File: src/rtl/pl_pkg.sv
// ---------------------------------------------------------------------------
// pl_pkg
// Shared definitions for the generic pipeline stage register.
//   ctrl_t            : decoded control bundle carried between stages
//   *_CTRL_W/*_DATA_W : bundle widths for each pipeline boundary
//   KILL_CNT_W        : default width of the flush kill counter
//   stage_state_e     : occupancy state used when the skid entry is built
// ---------------------------------------------------------------------------
package pl_pkg;

    typedef struct packed {
        logic       regwr;
        logic [1:0] result_sel;
        logic       memwr;
        logic       jump;
        logic       branch;
        logic       jalr;
        logic [3:0] alu_op;
        logic       alu_sgn;
        logic [2:0] func3;
    } ctrl_t;

    localparam int CTRL_BUNDLE_W = $bits(ctrl_t);

    // The control bundle is padded to 16 bits at every boundary so that
    // fields can be added without touching the stage instances.
    localparam int IFID_CTRL_W  = 16;
    localparam int IFID_DATA_W  = 64;   // pc, instruction
    localparam int IDEX_CTRL_W  = 16;
    localparam int IDEX_DATA_W  = 160;  // rs1, rs2, pc, imm, rd/pc+4
    localparam int EXMEM_CTRL_W = 16;
    localparam int EXMEM_DATA_W = 128;  // alu result, store data, pc+4, rd
    localparam int MEMWB_CTRL_W = 16;
    localparam int MEMWB_DATA_W = 96;   // alu result, load data, pc+4

    localparam int KILL_CNT_W = 8;

    typedef enum logic [1:0] {
        ST_EMPTY = 2'd0,
        ST_ONE   = 2'd1,
        ST_TWO   = 2'd2
    } stage_state_e;

endpackage

File: src/rtl/pl_skid_entry.sv
// ---------------------------------------------------------------------------
// pl_skid_entry
// One holding register (valid bit + control + data) used as the main output
// register and, optionally, as the skid register of pl_stage_reg.
// Ports:
//   clk        : clock, rising edge
//   rst_n      : synchronous active-low reset (clears valid, ctrl and data)
//   clr_i      : squash; valid and ctrl cleared, data cleared if CLEAR_DATA
//   load_i     : capture ld_ctrl_i/ld_data_i and mark valid
//   drop_i     : mark empty, contents held
//   ld_ctrl_i  : control bundle to capture
//   ld_data_i  : data bundle to capture
//   valid_o    : entry holds a beat
//   ctrl_o     : stored control bundle
//   data_o     : stored data bundle
// Priority: reset > clr_i > load_i > drop_i.
// ---------------------------------------------------------------------------
module pl_skid_entry
    import pl_pkg::*;
#(
    parameter int CW         = IDEX_CTRL_W,
    parameter int DW         = IDEX_DATA_W,
    parameter bit CLEAR_DATA = 1'b1
) (
    input  logic          clk,
    input  logic          rst_n,
    input  logic          clr_i,
    input  logic          load_i,
    input  logic          drop_i,
    input  logic [CW-1:0] ld_ctrl_i,
    input  logic [DW-1:0] ld_data_i,
    output logic          valid_o,
    output logic [CW-1:0] ctrl_o,
    output logic [DW-1:0] data_o
);

    logic          valid_q, valid_d;
    logic [CW-1:0] ctrl_q,  ctrl_d;
    logic [DW-1:0] data_q,  data_d;

    always_comb begin
        valid_d = valid_q;
        ctrl_d  = ctrl_q;
        data_d  = data_q;
        if (clr_i) begin
            valid_d = 1'b0;
            ctrl_d  = '0;
            if (CLEAR_DATA) begin
                data_d = '0;
            end
        end else if (load_i) begin
            valid_d = 1'b1;
            ctrl_d  = ld_ctrl_i;
            data_d  = ld_data_i;
        end else if (drop_i) begin
            valid_d = 1'b0;
        end
    end

    always_ff @(posedge clk) begin
        if (!rst_n) begin
            valid_q <= 1'b0;
            ctrl_q  <= '0;
            data_q  <= '0;
        end else begin
            valid_q <= valid_d;
            ctrl_q  <= ctrl_d;
            data_q  <= data_d;
        end
    end

    assign valid_o = valid_q;
    assign ctrl_o  = ctrl_q;
    assign data_o  = data_q;

endmodule

File: src/rtl/pl_stage_reg.sv
// ---------------------------------------------------------------------------
// pl_stage_reg
// Generic valid/ready pipeline register between two stages, with flush and a
// saturating count of squashed entries.
// Build option: define PL_STAGE_SKID_EN to add a one-entry skid register so
// that in_ready comes straight from a flop (no out_ready -> in_ready path).
// Without it the stage is a single register with combinational in_ready.
// Ports:
//   clk       : clock, rising edge
//   rst_n     : synchronous active-low reset
//   flush     : squash all stored entries (beat offered this cycle dropped)
//   in_valid  : upstream beat valid
//   in_ready  : stage can accept a beat
//   in_ctrl   : upstream control bundle
//   in_data   : upstream data bundle
//   out_valid : downstream beat valid
//   out_ready : downstream accepts a beat
//   out_ctrl  : registered control bundle
//   out_data  : registered data bundle
//   kill_cnt  : saturating count of valid entries killed by flush
// ---------------------------------------------------------------------------
module pl_stage_reg
    import pl_pkg::*;
#(
    parameter int CTRL_W     = IDEX_CTRL_W,
    parameter int DATA_W     = IDEX_DATA_W,
    parameter bit CLEAR_DATA = 1'b1,
    parameter int CNT_W      = KILL_CNT_W
) (
    input  logic              clk,
    input  logic              rst_n,
    input  logic              flush,
    input  logic              in_valid,
    output logic              in_ready,
    input  logic [CTRL_W-1:0] in_ctrl,
    input  logic [DATA_W-1:0] in_data,
    output logic              out_valid,
    input  logic              out_ready,
    output logic [CTRL_W-1:0] out_ctrl,
    output logic [DATA_W-1:0] out_data,
    output logic [CNT_W-1:0]  kill_cnt
);

    localparam int SUM_W = CNT_W + 1;

    logic              main_valid;
    logic [CTRL_W-1:0] main_ctrl;
    logic [DATA_W-1:0] main_data;
    logic              main_load;
    logic              main_drop;
    logic [CTRL_W-1:0] main_ld_ctrl;
    logic [DATA_W-1:0] main_ld_data;

    logic              in_xfer;
    logic              out_xfer;
    logic [1:0]        stored_cnt;

    // A beat offered during a flush is dropped, so it never counts as taken.
    assign in_xfer  = in_valid & in_ready & ~flush;
    assign out_xfer = main_valid & out_ready;

    pl_skid_entry #(
        .CW         (CTRL_W),
        .DW         (DATA_W),
        .CLEAR_DATA (CLEAR_DATA)
    ) u_main (
        .clk       (clk),
        .rst_n     (rst_n),
        .clr_i     (flush),
        .load_i    (main_load),
        .drop_i    (main_drop),
        .ld_ctrl_i (main_ld_ctrl),
        .ld_data_i (main_ld_data),
        .valid_o   (main_valid),
        .ctrl_o    (main_ctrl),
        .data_o    (main_data)
    );

`ifdef PL_STAGE_SKID_EN

    stage_state_e      state_q, state_d;
    logic              skid_valid;
    logic [CTRL_W-1:0] skid_ctrl;
    logic [DATA_W-1:0] skid_data;
    logic              skid_load;
    logic              skid_drop;
    logic              main_from_skid;

    pl_skid_entry #(
        .CW         (CTRL_W),
        .DW         (DATA_W),
        .CLEAR_DATA (CLEAR_DATA)
    ) u_skid (
        .clk       (clk),
        .rst_n     (rst_n),
        .clr_i     (flush),
        .load_i    (skid_load),
        .drop_i    (skid_drop),
        .ld_ctrl_i (in_ctrl),
        .ld_data_i (in_data),
        .valid_o   (skid_valid),
        .ctrl_o    (skid_ctrl),
        .data_o    (skid_data)
    );

    // Ready depends only on the state flop: the skid slot absorbs the beat
    // that arrives in the cycle downstream stalls.
    assign in_ready = (state_q != ST_TWO);

    always_comb begin
        state_d        = state_q;
        main_load      = 1'b0;
        main_drop      = 1'b0;
        main_from_skid = 1'b0;
        skid_load      = 1'b0;
        skid_drop      = 1'b0;
        if (flush) begin
            state_d = ST_EMPTY;
        end else begin
            case (state_q)
                ST_EMPTY: begin
                    if (in_xfer) begin
                        main_load = 1'b1;
                        state_d   = ST_ONE;
                    end
                end
                ST_ONE: begin
                    if (in_xfer && out_xfer) begin
                        main_load = 1'b1;
                    end else if (in_xfer) begin
                        skid_load = 1'b1;
                        state_d   = ST_TWO;
                    end else if (out_xfer) begin
                        main_drop = 1'b1;
                        state_d   = ST_EMPTY;
                    end
                end
                ST_TWO: begin
                    // in_ready is low here, so only the drain can happen.
                    if (out_xfer) begin
                        main_load      = 1'b1;
                        main_from_skid = 1'b1;
                        skid_drop      = 1'b1;
                        state_d        = ST_ONE;
                    end
                end
                default: begin
                    state_d = ST_EMPTY;
                end
            endcase
        end
    end

    always_ff @(posedge clk) begin
        if (!rst_n) begin
            state_q <= ST_EMPTY;
        end else begin
            state_q <= state_d;
        end
    end

    assign main_ld_ctrl = main_from_skid ? skid_ctrl : in_ctrl;
    assign main_ld_data = main_from_skid ? skid_data : in_data;
    assign stored_cnt   = {1'b0, main_valid} + {1'b0, skid_valid};

`else

    assign in_ready     = ~main_valid | out_ready;
    assign main_load    = in_xfer;
    assign main_drop    = out_xfer & ~in_xfer;
    assign main_ld_ctrl = in_ctrl;
    assign main_ld_data = in_data;
    assign stored_cnt   = {1'b0, main_valid};

`endif

    // Kill counter: at most 2 is added per flush, so a carry out of CNT_W
    // bits always means the count has reached or passed its ceiling.
    logic [CNT_W-1:0] kill_q, kill_d;
    logic [SUM_W-1:0] kill_sum;

    always_comb begin
        kill_sum = SUM_W'(kill_q) + SUM_W'(stored_cnt);
        kill_d   = kill_q;
        if (flush) begin
            kill_d = kill_sum[CNT_W] ? {CNT_W{1'b1}} : kill_sum[CNT_W-1:0];
        end
    end

    always_ff @(posedge clk) begin
        if (!rst_n) begin
            kill_q <= '0;
        end else begin
            kill_q <= kill_d;
        end
    end

    assign out_valid = main_valid;
    assign out_ctrl  = main_ctrl;
    assign out_data  = main_data;
    assign kill_cnt  = kill_q;

endmodule

File: config.mk
export PLATFORM = sky130hd
export DESIGN_NAME = pl_stage_reg
export DESIGN_NICKNAME = d
export VERILOG_FILES = /design/src/rtl/pl_pkg.sv /design/src/rtl/pl_skid_entry.sv /design/src/rtl/pl_stage_reg.sv
export SDC_FILE = /design/constraint.sdc
export NUM_CORES = 1
export LEC_CHECK = 0
export BUFFER_PORTS_ARGS = -buffer_cell sky130_fd_sc_hd__buf_2
export CORE_MARGIN = 2
export CORE_UTILIZATION = 35
export CTS_CLUSTER_DIAMETER = 50
export DETAILED_ROUTE_END_ITERATION = 8
export GPL_TIMING_DRIVEN = 1
export PLACE_DENSITY = 0.72
export SETUP_SLACK_MARGIN = 0.1
export SLEW_MARGIN = 20
export SYNTH_ARGS = -nofsm -noshare
export SYNTH_HDL_FRONTEND = slang
export SYNTH_SLANG_ARGS = --single-unit
File: constraint.sdc
create_clock -name clk -period 2.2 [get_ports clk]
set_input_delay 0.33 -clock clk [delete_from_list [all_inputs] [get_ports clk]]
set_output_delay 0.33 -clock clk [all_outputs]
set_load 0.05 [all_outputs]
==> impl_metrics.csv <==
group,metric,value,unit
sta,worst_pin_slew,0.536,ns
clock_network,cts-buffers-inserted,17,
logic_synthesis,synth_top_family_by_area,"compound AO/OA/AOI/OAI gates",
grt,antenna_found_initial,1,
sta,setup_viol,0,
floorplan,core,20200,um2
logic_synthesis,synth-xor-area-share,0,%
logic_synthesis,synth-compound-area-share,26.3,%
sta,clock-skew-final,0.0138,ns
clock_network,clock_latency,0.42,ns
critical_path,required,1.87,ns
clock_network,cts_sinks,185,
drt,met2_length,10900,um
clock_network,clock-root-buffer,"clkbuf_16",
placement,dpl.hpwl,14600,um
sta,period_minus_slack,1.90,ns
placement,io_buffers,366,
sta,rsz0062_at_grt,"no",
grt,grt_overflow,0,
flow_run,maxCapViolations,0,
drt,vias,7485,
sta,fmax,525,MHz
clock_network,h-tree-depth,4,
logic_synthesis,syn_area,7150,um2
pwr,leakage,4.30,nW
sta,hold_viol,0,
logic_synthesis,synthAdderAreaFrac,0.350,%
sta,maxSlewHeadroom,64.3,%
drt,ant_nets,0,
finish,syn_to_final_growth,34.4,%
logic_synthesis,synth-seq-cells,185,
critical_path,worstSetupPathType,"register to output pin",
pwr,powerDensity,788,nW/um2
clock_network,post-cts-setup-buffers,0,
pwr,ir_drop,0.543,mV
grt,grt_pass1_vias,6831,
clock_network,hold_buffers,0,
floorplan,num_rows,52,
finish,drive_gt1_share,35.9,%
sta,slew_viol_final,0,
clock_network,cts_resized,0,
drt,dr_wl_met3,2020,um
drt,drtIter0Drc,422,
logic_synthesis,yosysSeqAreaShare,51.8,%
grt,grt_first_pass_wirelength,35100,um
drt,dr.pass1.iters,6,
grt,grt_max_degree,111,
clock_network,cts_buffer_depth,2,
grt,grt_usage,19.7,%
floorplan,start_util,35.5,%
logic_synthesis,synth_nets,1037,
run_status,outcome,"finished clean",
sta,fin_hold_ws,0.144,ns
drt,wire_per_inst,15.6,um
logic_synthesis,syn-instance-count,854,
floorplan,ios,367,
drt,wirelength,22400,um
critical_path,reg2reg_setup_slack,0.55,ns
drt,wl_met1,9130,um
critical_path,critical_path.max_fanout,52,
critical_path,crit_path_start_kind,"register",
finish,fin_nets,1335,
critical_path,worstPathArrival,1.57,ns
logic_synthesis,yosys.area_share.simple,13.8,%
drt,drc,0,
logic_synthesis,synth.distinct_cells,30,
clock_network,cts_tree,"yes",
placement,gp_congestion,0.845,
drt,top_layer_used,"met4",
logic_synthesis,synth.avg_cell_area,8.37,um2
logic_synthesis,synthMuxAreaShare,0,%
clock_network,path_clk_slew,0.08,ns
logic_synthesis,yosys_warnings,0,
sta,tns,0,ns
floorplan,die_h,147,um
drt,avgViaCountPerCell,5.21,
floorplan,die_w,147,um
critical_path,endpoint_kind,"output pin",
min_path,holdCritPathClass,"primary input to register",
sta,fin_crit_sh,86.5,%
floorplan,die-area,21600,um2
placed cells by master, fill, tap and decap left out:
cell	n
and2_1	1
a21oi_1	179
clkbuf_16	17
buf_12	11
a31oi_1	4
inv_6	6
inv_8	3
inv_4	1
clkinv_2	1
clkinv_4	3
nand3_2	1
ha_1	2
clkbuf_1	1
clkbuf_8	1
buf_6	1
buf_4	1
o21a_1	1
or3_4	1
o21ai_1	15
o311a_1	2
or2_2	1
nor2b_4	1
clkinv_8	1
diode_2	1
nand2_1	2
nand2b_4	1
o21ai_0	166
inv_1	4
nand4_1	2
nor2_1	1
and4_2	2
dfxtp_1	185
nand3_1	179
o41ai_1	1
o21bai_1	2
buf_2	365
per-stage QoR:
stage          total power, mW  cell area, um2  setup WS, ns  util (%)  cells
2_1_floorplan             4.30            7150         0.337         -    854
3_3_place_gp              4.65            9040         0.679      44.8   1403
3_5_place_dp              4.66            9040         0.577      44.8   1403
4_1_cts                   7.66            9610         0.257      47.6   1435
5_1_grt                   7.86            9610         0.207      47.7   1436
6_report                  7.57            9610         0.296      47.7   1436
state kept, by name (all words and copies together) (netlist names):
name / count
u_main.ctrl_o: 16
u_main.data_o: 160
u_main.valid_o: 1
kill_cnt: 8
critical path, stage by stage, from the launching register on:
cell	delay [ns]
dfxtp_1	0.33
nor2b_4	0.16
inv_6	0.30
buf_2	0.34
path summary, 6_finish.rpt:
check,startpoint,endpoint,cells after the start
min reg2reg,u_main.data_o[109],u_main.data_o[109],2
min,in_ctrl[9],u_main.ctrl_o[9],3
max,u_main.valid_o,in_ready,3
max reg2reg,kill_cnt[0],kill_cnt[2],5
power by group:
group | leakage (nW) | switching, mW | internal [mW]
registers | 1.51 | 0.0463 | 3.45
clock network | 0.282 | 1.46 | 1.54
logic | 2.51 | 0.762 | 0.318
total | 4.30 | 2.27 | 5.31
synth_stat cells:
cell type  count  area share, %
o21a_1         1           0.11
o21ai_1       15            1.0
nand3_2        1           0.14
nand3_1      179             13
a21oi_1      179             13
or3_4          1           0.16
clkbuf_4       1           0.11
o21ai_0      166             12
nand4_1        2           0.17
nor2_1         1          0.052
inv_1          4           0.21
buf_1          2           0.11
clkbuf_1      36            1.9
clkbuf_2       3           0.21
buf_4         16            1.7
and4_2         2           0.28
nand2_1        2           0.11
and2_1         1          0.088
dfxtp_1      185             52
o21bai_1       2           0.21
buf_2         34            2.4
o311a_1        2           0.28
a31oi_1        4           0.35
or2_2          1          0.088
o41ai_1        1           0.12
clkinv_2       2           0.14
buf_6          7            1.1
nor2b_1        1          0.088
nand2b_1       1          0.088
ha_1           2           0.35
per-layer routing:
| layer | vias to the layer above | global-route usage (%) |
|---|---|---|
| met5 | - | 0 |
| met4 | 0 | 7.36 |
| met1 | 3488 | 25.2 |
| li1 | 3655 | - |
| met2 | 316 | 32.0 |
| met3 | 26 | 5.56 |
cells by family (layout without fill, tap and decap cells):
group | Yosys count | after routing
AOI/OAI and AO/OA | 370 | 370
adders and majority gates | 2 | 2
buffers and inverters | 105 | 416
other | 0 | 1
DFF | 185 | 185
and+or+nand+nor | 192 | 192
cell type report:
class                           count  area [um2]
Fill cell                        1987       10600
Sequential cell                   185        3700
Multi-Input combinational cell    564        2900
Timing Repair Buffer              378        2070
Clock buffer                       19         443
Tap cell                          270         338
Clock inverter                     13         125
Inverter                            6        30.0
Antenna cell                        1        2.50
Power figures use the tool's default switching activity.
